<file path="config.mk">
export PLATFORM = sky130hd
export DESIGN_NAME = prefetch_unit_flat
export DESIGN_NICKNAME = d
export VERILOG_FILES = /design/src/rtl/prefetch_if.sv /design/src/rtl/prefetch_unit.sv /design/src/flat_wrapper.sv
export SDC_FILE = /design/constraint.sdc
export NUM_CORES = 1
export LEC_CHECK = 0
export BUFFER_PORTS_ARGS = -buffer_cell sky130_fd_sc_hd__buf_2
export CORE_MARGIN = 2
export CORE_UTILIZATION = 40
export DETAILED_ROUTE_END_ITERATION = 6
export SETUP_SLACK_MARGIN = 0.05
export SKIP_CTS_REPAIR_TIMING = 1
export SLEW_MARGIN = 5
export SYNTH_ARGS = -nofsm -noshare
export SYNTH_HDL_FRONTEND = slang
export SYNTH_SLANG_ARGS = --single-unit
</file>
<file path="constraint.sdc">
create_clock -name clk -period 3.7 [get_ports clk]
set_input_delay 0.37 -clock clk [delete_from_list [all_inputs] [get_ports clk]]
set_output_delay 0.37 -clock clk [all_outputs]
set_load 0.03 [all_outputs]
</file>
<file path="src/rtl/prefetch_if.sv">
// Fetch-side bus between the prefetch unit, the instruction port, the redirect
// source and decode.
interface prefetch_if #(
   parameter int unsigned DEPTH = 4
) ();
   logic                             iren;
   logic [31:0]                      iaddr;
   logic                             iwait;
   logic [31:0]                      iload;
   logic                             redirect;
   logic [31:0]                      redirect_pc;
   logic                             fetch_halt;
   logic                             out_valid;
   logic [31:0]                      out_pc;
   logic [31:0]                      out_inst;
   logic                             out_ready;
   logic [$clog2(DEPTH+1)-1:0]       count;

   // Prefetch unit side.
   modport master (
      output iren, iaddr, out_valid, out_pc, out_inst, count,
      input  iwait, iload, redirect, redirect_pc, fetch_halt, out_ready
   );

   // Memory / pipeline / decode side.
   modport slave (
      input  iren, iaddr, out_valid, out_pc, out_inst, count,
      output iwait, iload, redirect, redirect_pc, fetch_halt, out_ready
   );
endinterface

</file>
<file path="src/rtl/prefetch_unit.sv">
// Decoupled instruction fetch: owns the fetch PC, issues sequential reads and
// queues returned {pc, inst} pairs for decode; redirects flush and restart.
module prefetch_unit #(
   parameter logic [31:0] PC_INIT = 32'h0000_0000,
   parameter int unsigned DEPTH   = 4,
   parameter logic [31:0] NOP     = 32'h0000_0013
) (
   input logic        clk,
   input logic        rst,
   prefetch_if.master bus
);
   localparam int unsigned PtrW = $clog2(DEPTH);
   localparam int unsigned CntW = $clog2(DEPTH + 1);
   localparam logic [CntW-1:0] Full = CntW'(DEPTH);

   logic [31:0]     fetch_pc_q, fetch_pc_d;
   logic [PtrW-1:0] rptr_q, rptr_d;
   logic [PtrW-1:0] wptr_q, wptr_d;
   logic [CntW-1:0] count_q, count_d;
   logic [31:0]     mem_pc_q   [DEPTH];
   logic [31:0]     mem_inst_q [DEPTH];

   logic out_valid;
   logic pop;
   logic space;
   logic iren;
   logic push;

   always_comb begin
      out_valid = (count_q != '0);
      // Raw pop for space: a full queue may refill while decode drains it.
      space     = (count_q < Full) | (out_valid & bus.out_ready);
      iren      = ~rst & ~bus.fetch_halt & space & ~bus.redirect;
      push      = iren & ~bus.iwait;
      pop       = out_valid & bus.out_ready & ~bus.redirect;
   end

   always_comb begin
      fetch_pc_d = fetch_pc_q;
      rptr_d     = rptr_q;
      wptr_d     = wptr_q;
      count_d    = count_q;
      if (bus.redirect) begin
         fetch_pc_d = {bus.redirect_pc[31:2], 2'b00};
         rptr_d     = '0;
         wptr_d     = '0;
         count_d    = '0;
      end else begin
         if (push) begin
            fetch_pc_d = fetch_pc_q + 32'd4;
            wptr_d     = wptr_q + PtrW'(1);
         end
         if (pop) begin
            rptr_d = rptr_q + PtrW'(1);
         end
         case ({push, pop})
            2'b10:   count_d = count_q + CntW'(1);
            2'b01:   count_d = count_q - CntW'(1);
            default: count_d = count_q;
         endcase
      end
   end

   always_ff @(posedge clk or posedge rst) begin
      if (rst) begin
         fetch_pc_q <= PC_INIT;
         rptr_q     <= '0;
         wptr_q     <= '0;
         count_q    <= '0;
      end else begin
         fetch_pc_q <= fetch_pc_d;
         rptr_q     <= rptr_d;
         wptr_q     <= wptr_d;
         count_q    <= count_d;
      end
   end

   // Storage needs no reset: entries are only visible while count is nonzero.
   always_ff @(posedge clk) begin
      if (push) begin
         mem_pc_q[wptr_q]   <= fetch_pc_q;
         mem_inst_q[wptr_q] <= bus.iload;
      end
   end

   assign bus.iren      = iren;
   assign bus.iaddr     = fetch_pc_q;
   assign bus.out_valid = out_valid;
   assign bus.out_pc    = out_valid ? mem_pc_q[rptr_q] : fetch_pc_q;
   assign bus.out_inst  = out_valid ? mem_inst_q[rptr_q] : NOP;
   assign bus.count     = count_q;
endmodule

</file>
<file path="src/flat_wrapper.sv">
// flat-port wrapper written by rule: the top's interface ports become plain ports
module prefetch_unit_flat 
#(
   parameter logic [31:0] PC_INIT = 32'h0000_0000,
   parameter int unsigned DEPTH   = 4,
   parameter logic [31:0] NOP     = 32'h0000_0013
)
  (clk, rst, bus_iren, bus_iaddr, bus_out_valid, bus_out_pc, bus_out_inst, bus_count, bus_iwait, bus_iload, bus_redirect, bus_redirect_pc, bus_fetch_halt, bus_out_ready);
  prefetch_if #(.DEPTH(DEPTH)) bus_i ();
  input logic clk;
  input logic rst;
  output wire logic [$bits(bus_i.iren)-1:0] bus_iren;
  output wire logic [$bits(bus_i.iaddr)-1:0] bus_iaddr;
  output wire logic [$bits(bus_i.out_valid)-1:0] bus_out_valid;
  output wire logic [$bits(bus_i.out_pc)-1:0] bus_out_pc;
  output wire logic [$bits(bus_i.out_inst)-1:0] bus_out_inst;
  output wire logic [$bits(bus_i.count)-1:0] bus_count;
  input wire logic [$bits(bus_i.iwait)-1:0] bus_iwait;
  input wire logic [$bits(bus_i.iload)-1:0] bus_iload;
  input wire logic [$bits(bus_i.redirect)-1:0] bus_redirect;
  input wire logic [$bits(bus_i.redirect_pc)-1:0] bus_redirect_pc;
  input wire logic [$bits(bus_i.fetch_halt)-1:0] bus_fetch_halt;
  input wire logic [$bits(bus_i.out_ready)-1:0] bus_out_ready;
  assign bus_iren = bus_i.iren;
  assign bus_iaddr = bus_i.iaddr;
  assign bus_out_valid = bus_i.out_valid;
  assign bus_out_pc = bus_i.out_pc;
  assign bus_out_inst = bus_i.out_inst;
  assign bus_count = bus_i.count;
  assign bus_i.iwait = bus_iwait;
  assign bus_i.iload = bus_iload;
  assign bus_i.redirect = bus_redirect;
  assign bus_i.redirect_pc = bus_redirect_pc;
  assign bus_i.fetch_halt = bus_fetch_halt;
  assign bus_i.out_ready = bus_out_ready;
  prefetch_unit #(.PC_INIT(PC_INIT), .DEPTH(DEPTH), .NOP(NOP)) u_core (.clk(clk), .rst(rst), .bus(bus_i));
endmodule
</file>
Word level (Yosys, flattened, before mapping) --
Memories as Yosys holds them, arrays and structs flattened. Cells that the tools add are included.
Storage, ports and cells: ROM bits 0, word-level logic and storage cells 41, bits of input ports 70, memories 2, output and inout port bits 101, register bits after elaboration 39, latch bits 0, memory bits (writable) 256
Cells by class: bitwise gates (word level) 11, divide/modulo/power cells 0, magnitude comparators 1, mux-type cells 12, shifts and indexed selects 0, equal/unequal tests 2, $mul 0, reduce and logical (&&, ||, !) cells 4, $add $sub $neg 5
Memory list:
- u_core.mem_inst_q | depth 4, width 32, read ports 1, clocked after memory_dff 0, wr ports 1, line prefetch_unit.sv:21 | logic [31:0] mem_inst_q [DEPTH];
- u_core.mem_pc_q | depth 4, width 32, read ports 1, clocked after memory_dff 0, wr ports 1, line prefetch_unit.sv:20 | logic [31:0] mem_pc_q [DEPTH];
Operators with widths (count):
- $mux W32 | 4
- $add A32 B3 Y32 const B | 1
- $mux W2 | 4
- $and A1 B1 Y1 | 6
- $pmux W3 S2 | 1
- $reduce_bool A3 Y1 | 2
- $add A2 B1 Y2 const B | 2
- $not A1 Y1 | 4
- $reduce_bool A2 Y1 | 2
- $add A3 B1 Y3 const B | 1
- $lt A3 B3 Y1 const B | 1
- $mux W3 | 1
- $sub A3 B1 Y3 const B | 1
- $eq A2 B1 Y1 const B | 1
- $eq A2 B2 Y1 const B | 1
- $mux W1 | 2
- $or A1 B1 Y1 | 1

Depth between registers and ports, before layout --
depth in word-level cells 9, depth in mapped cells 9, depth with buffers taken out 8

Worst setup path after synthesis --
Ideal clock, no wire load.
path kind in2reg, from in bus_redirect, to mem u_core.mem_inst_q[0][0], enable pin, arrival time 2917 ps, stages 5, required time 3273 ps, slack 357 ps, path buffers 2, cell sequence or4_4 -> nor2_4 -> buf_4 -> buf_2 -> and2_1
On the way: word-level cells in the longest chain between the ends 5
RTL lines:
- from (decl) | line flat_wrapper.sv:20 | input wire logic [$bits(bus_i.redirect)-1:0] bus_redirect;
- $not A1 Y1 | line prefetch_unit.sv:33 | iren = ~rst & ~bus.fetch_halt & space & ~bus.redirect;
- $and A1 B1 Y1 | line prefetch_unit.sv:33
- $and A1 B1 Y1 | line prefetch_unit.sv:34 | push = iren & ~bus.iwait;
- $mux W1 | line prefetch_unit.sv:80 | if (push) begin
- $mux W1 (not written as such) | line prefetch_unit.sv:82 | mem_inst_q[wptr_q] <= bus.iload;
- to (decl) | line prefetch_unit.sv:21
Every way passes these cells.

Worst setup path after layout --
from reg u_core.rptr_q[0], to out bus_out_pc[15]
On the way: word-level cells in the longest chain between the ends 2
RTL lines:
- from (decl) | line prefetch_unit.sv:17 | logic [PtrW-1:0] rptr_q, rptr_d;
- from (signal assigned) | line prefetch_unit.sv:72 | rptr_q <= rptr_d;
- $mem_v2 Z4 W32
- $mux W32 | line prefetch_unit.sv:89 | assign bus.out_pc = out_valid ? mem_pc_q[rptr_q] : fetch_pc_q;
- to (decl) | line flat_wrapper.sv:15 | output wire logic [$bits(bus_i.out_pc)-1:0] bus_out_pc;
Every way passes these cells.

==> metrics.md <==
| Metric | Value |
|---|---|
| Final Hold Fails | 0 |
| Total Routing Usage GR | 0.178 |
| Switching part of the total | 0.325 |
| Final Max Slew Viols | 0 |
| Sink count of the clock tree | 285 |
| Width of the chip | 176 µm |
| Port Buffer Count | 164 |
| Count of standard-cell rows | 62 |
| Instance area after placement | 0.0131 mm² |
| Commonest non-fill, non-tap cells in the layout | sky130_fd_sc_hd__edfxtp_1 (248), sky130_fd_sc_hd__buf_2 (164), sky130_fd_sc_hd__nand2_1 (122) |
| Post-Synthesis Cell Area | 0.0118 mm² |
| Maximum number of pins on one net before global-route repair | 53 |
| Routed via count divided by cell count | 5.21 |
| RSZ-0062 raised after global routing | no |
| Post-Synthesis Mean Instance Area | 16.4 µm² |
| Inserted Clock Buffers | 30 |
| Max Clock Skew | 0.0179 ns |
| Count of final setup violators | 0 |
| Most frequent standard cell in the layout excluding fill and tap cells | sky130_fd_sc_hd__edfxtp_1 |
| First-pass iteration count of the detailed router | 7 |
| Max cap viols | 0 |
| Ranking of synthesized cells by area | sky130_fd_sc_hd__edfxtp_1 (63%), sky130_fd_sc_hd__mux4_2 (12%), sky130_fd_sc_hd__dfrtp_1 (7.9%) |
| Required time of the worst setup path | 3.33 ns |
| Maximum fanout along the worst path | 27 |
| Number of placed cells counting well taps | 1249 |
| Share of the clock period used by the worst path after layout | 0.800 |
| Overall routed net length | 27000 µm |
| Cell occurring most often along the worst timing path | sky130_fd_sc_hd__nand2_1 |
| P per Cell Area | 654 mW/mm² |
| Final Net Count | 973 |
| Total of warnings raised by yosys | 0 |
| Final core occ | 0.491 |
| Clk slew on worst S/H paths | 0.06 ns |
| Shortest clock period the worst path allows after layout | 2.96 ns |
| Final Instance Count excl. Fillers | 1306 |
| Synthesis-to-layout area growth | 20.3% |
| Remaining number of nets flagged by the antenna check after routing | 0 |
| CP arrival | 2.59 ns |
| Share of total power in sequential cells | 0.407 |
| Distinct cells, synth | 50 |
| Vias | 6807 |
| Combinational Power Share | 0.266 |
| Final setup TNS | 0 ns |
| Switching pwr | 3.02 mW |
| Final Cell Area | 0.0142 mm² |
| Maximum root-to-sink buffer count | 3 |
| Max stage delay cell, worst path | sky130_fd_sc_hd__dfrtp_4 |
| Number of DRC violations after detailed routing | 0 |
| Overflow left after global routing | 0 |
| Async S/R FF share, synth | 0.130 |
| Insertion delay of the later-clocked pin in the worst-skew pair | 0.55 ns |
| DR iter-0 viols | 477 |
| Lkg Pwr | 5.09 nW |
| Type of the worst setup path | flip-flop to output port |
| Fmax | 0.338 GHz |
| Int Power | 6.25 mW |
| DPL Wire Length | 16700 µm |
| # H-tree levels | 1 |
| Final total power | 9.27 mW |
| Global-route wire length before repair | 41900 µm |
| Vias in the first global route | 6991 |
| Sequential element share of the synthesized area | 0.711 |
| Clock Power Share | 0.328 |
| Boundary Pins | 171 |
| Result of the run | completed |
| Core Area | 0.0289 mm² |
| Y dimension of the die | 176 µm |
| Maximum single-stage delay on the critical path | 0.80 ns |
| Sort of element at the end of the critical path | output port |
| Class of the worst hold path | input pin to async pin |
| Worst path setup slack after routing | 0.739 ns |
| Fraction of final layout cells sized beyond drive strength 1 | 0.341 |
| Critical path startpoint category | flip-flop |
| Final worst hold slack | 0.0199 ns |
| Worst IR Drop VDD | 0.362 mV |
| Effective utilization at floorplan | 0.408 |
| Routed length per instance | 20.7 µm |
| Count of flip-flops with a built-in enable after synthesis | 248 |
| Slew headroom | 0.265 |
| Total die area | 0.0308 mm² |
| Routability-driven placement congestion ratio | 0.779 |
| Initial antenna violation count | 1 |
| CTS tree | built |
| Critical path, cell by cell | buf_4 > mux4_2 > nand2_1 > nand2_1 > buf_2 |
| Cell taking the most area after synthesis | sky130_fd_sc_hd__edfxtp_1 |
| Pre-CTS setup slack | 0.919 ns |
| Syn Inst Count | 716 |
| Buffer type at the clock tree root | sky130_fd_sc_hd__clkbuf_16 |
| Post-synth top flop | sky130_fd_sc_hd__edfxtp_1 |
| Yosys reg bits | 285 |
| Transition time at the pin with the least slew margin | 1.10 ns |
| Fraction of synthesized cell area taken by the top area cell type | 0.633 |
## critical path, delay by kind of cell (launching register included)
| family | cells | cell delay [ns] |
|---|---|---|
| buffers and inverters | 2 | 0.52 |
| AND/OR/NAND/NOR | 2 | 0.19 |
| multiplexers | 1 | 0.52 |
| flip-flops | 1 | 0.80 |
## sequential cells by signal, indices dropped and copies added (netlist names)
signal             flops
u_core.wptr_q          2
u_core.mem_inst_q    128
u_core.bus.count       3
u_core.rptr_q          2
u_core.bus.iaddr      30
u_core.mem_pc_q      120
## Yosys cell counts, drive strengths merged, types with 2 or more instances
library cell  count
nor3              6
or4               2
nor2b             6
a21o              2
o21ai            27
or2               6
xnor2             3
a21oi             5
xor2              5
buf              15
and4              4
dfrtp            37
a221o             2
clkbuf           25
nand3b            5
mux4             62
nor2             16
a32oi             2
o211ai            6
ha                5
o311ai           10
edfxtp          248
nand2           122
nand3            15
and3              2
a31oi             4
nor4              7
inv               8
mux2i             2
nand4             9
and2             38
## per-layer routing
layer | routed length (µm) | track usage | vias to the layer above
met5 | 0 | 0 | -
met4 | 601 | 0.0437 | 0
met3 | 1570 | 0.0351 | 44
met2 | 13000 | 0.289 | 215
met1 | 11800 | 0.248 | 3423
li1 | - | - | 3125
## power groups by stage
stage	registers, mW	logic [mW]	clock network (mW)
2_1_floorplan	3.80	1.73	0
3_3_place_gp	3.84	2.51	0
3_5_place_dp	3.84	2.51	0
4_1_cts	3.78	2.52	3.11
5_1_grt	3.80	2.67	3.23
6_report	3.77	2.46	3.04
## logic make-up (layout without fill, tap and decap cells)
logic type | after synthesis | in the layout | share of synthesized area
AOI/OAI and AO/OA | 62 | 62 | 0.0344
xor gates and xnor gates | 8 | 8 | 0.00595
adders and majority gates | 6 | 6 | 0.00701
buffers and inverters | 48 | 250 | 0.0179
DFF | 285 | 285 | 0.711
muxes | 64 | 64 | 0.120
other | 1 | 5 | 0.000319
and+or+nand+nor | 242 | 242 | 0.103
## final cells by class
class / instances / area (µm²)
inverters: 8 / 30.0
flip-flops and latches: 285 / 8380
well taps: 384 / 480
multi-input cells: 386 / 3220
fillers: 2540 / 14700
diodes: 1 / 2.50
repair buffers: 186 / 1040
clock buffers: 38 / 822
clock inverters: 18 / 190
## path summary, 6_finish.rpt
kind	start	end	slack [ns]	cells after the start
worst max-delay path	u_core.rptr_q[0]	bus_out_pc[15]	0.74	5
worst min-delay path	rst	u_core.bus.iaddr[23]	0.02	2
worst max register to register	u_core.bus.count[2]	u_core.bus.iaddr[5]	1.16	5
worst min register to register	u_core.bus.iaddr[31]	u_core.mem_pc_q[1][31]	0.55	0
max in group asynchronous	rst	u_core.bus.iaddr[9]	2.87	3
min in group clk	bus_redirect_pc[4]	u_core.bus.iaddr[4]	0.03	3
No activity file was read; power rests on OpenSTA's default activity.
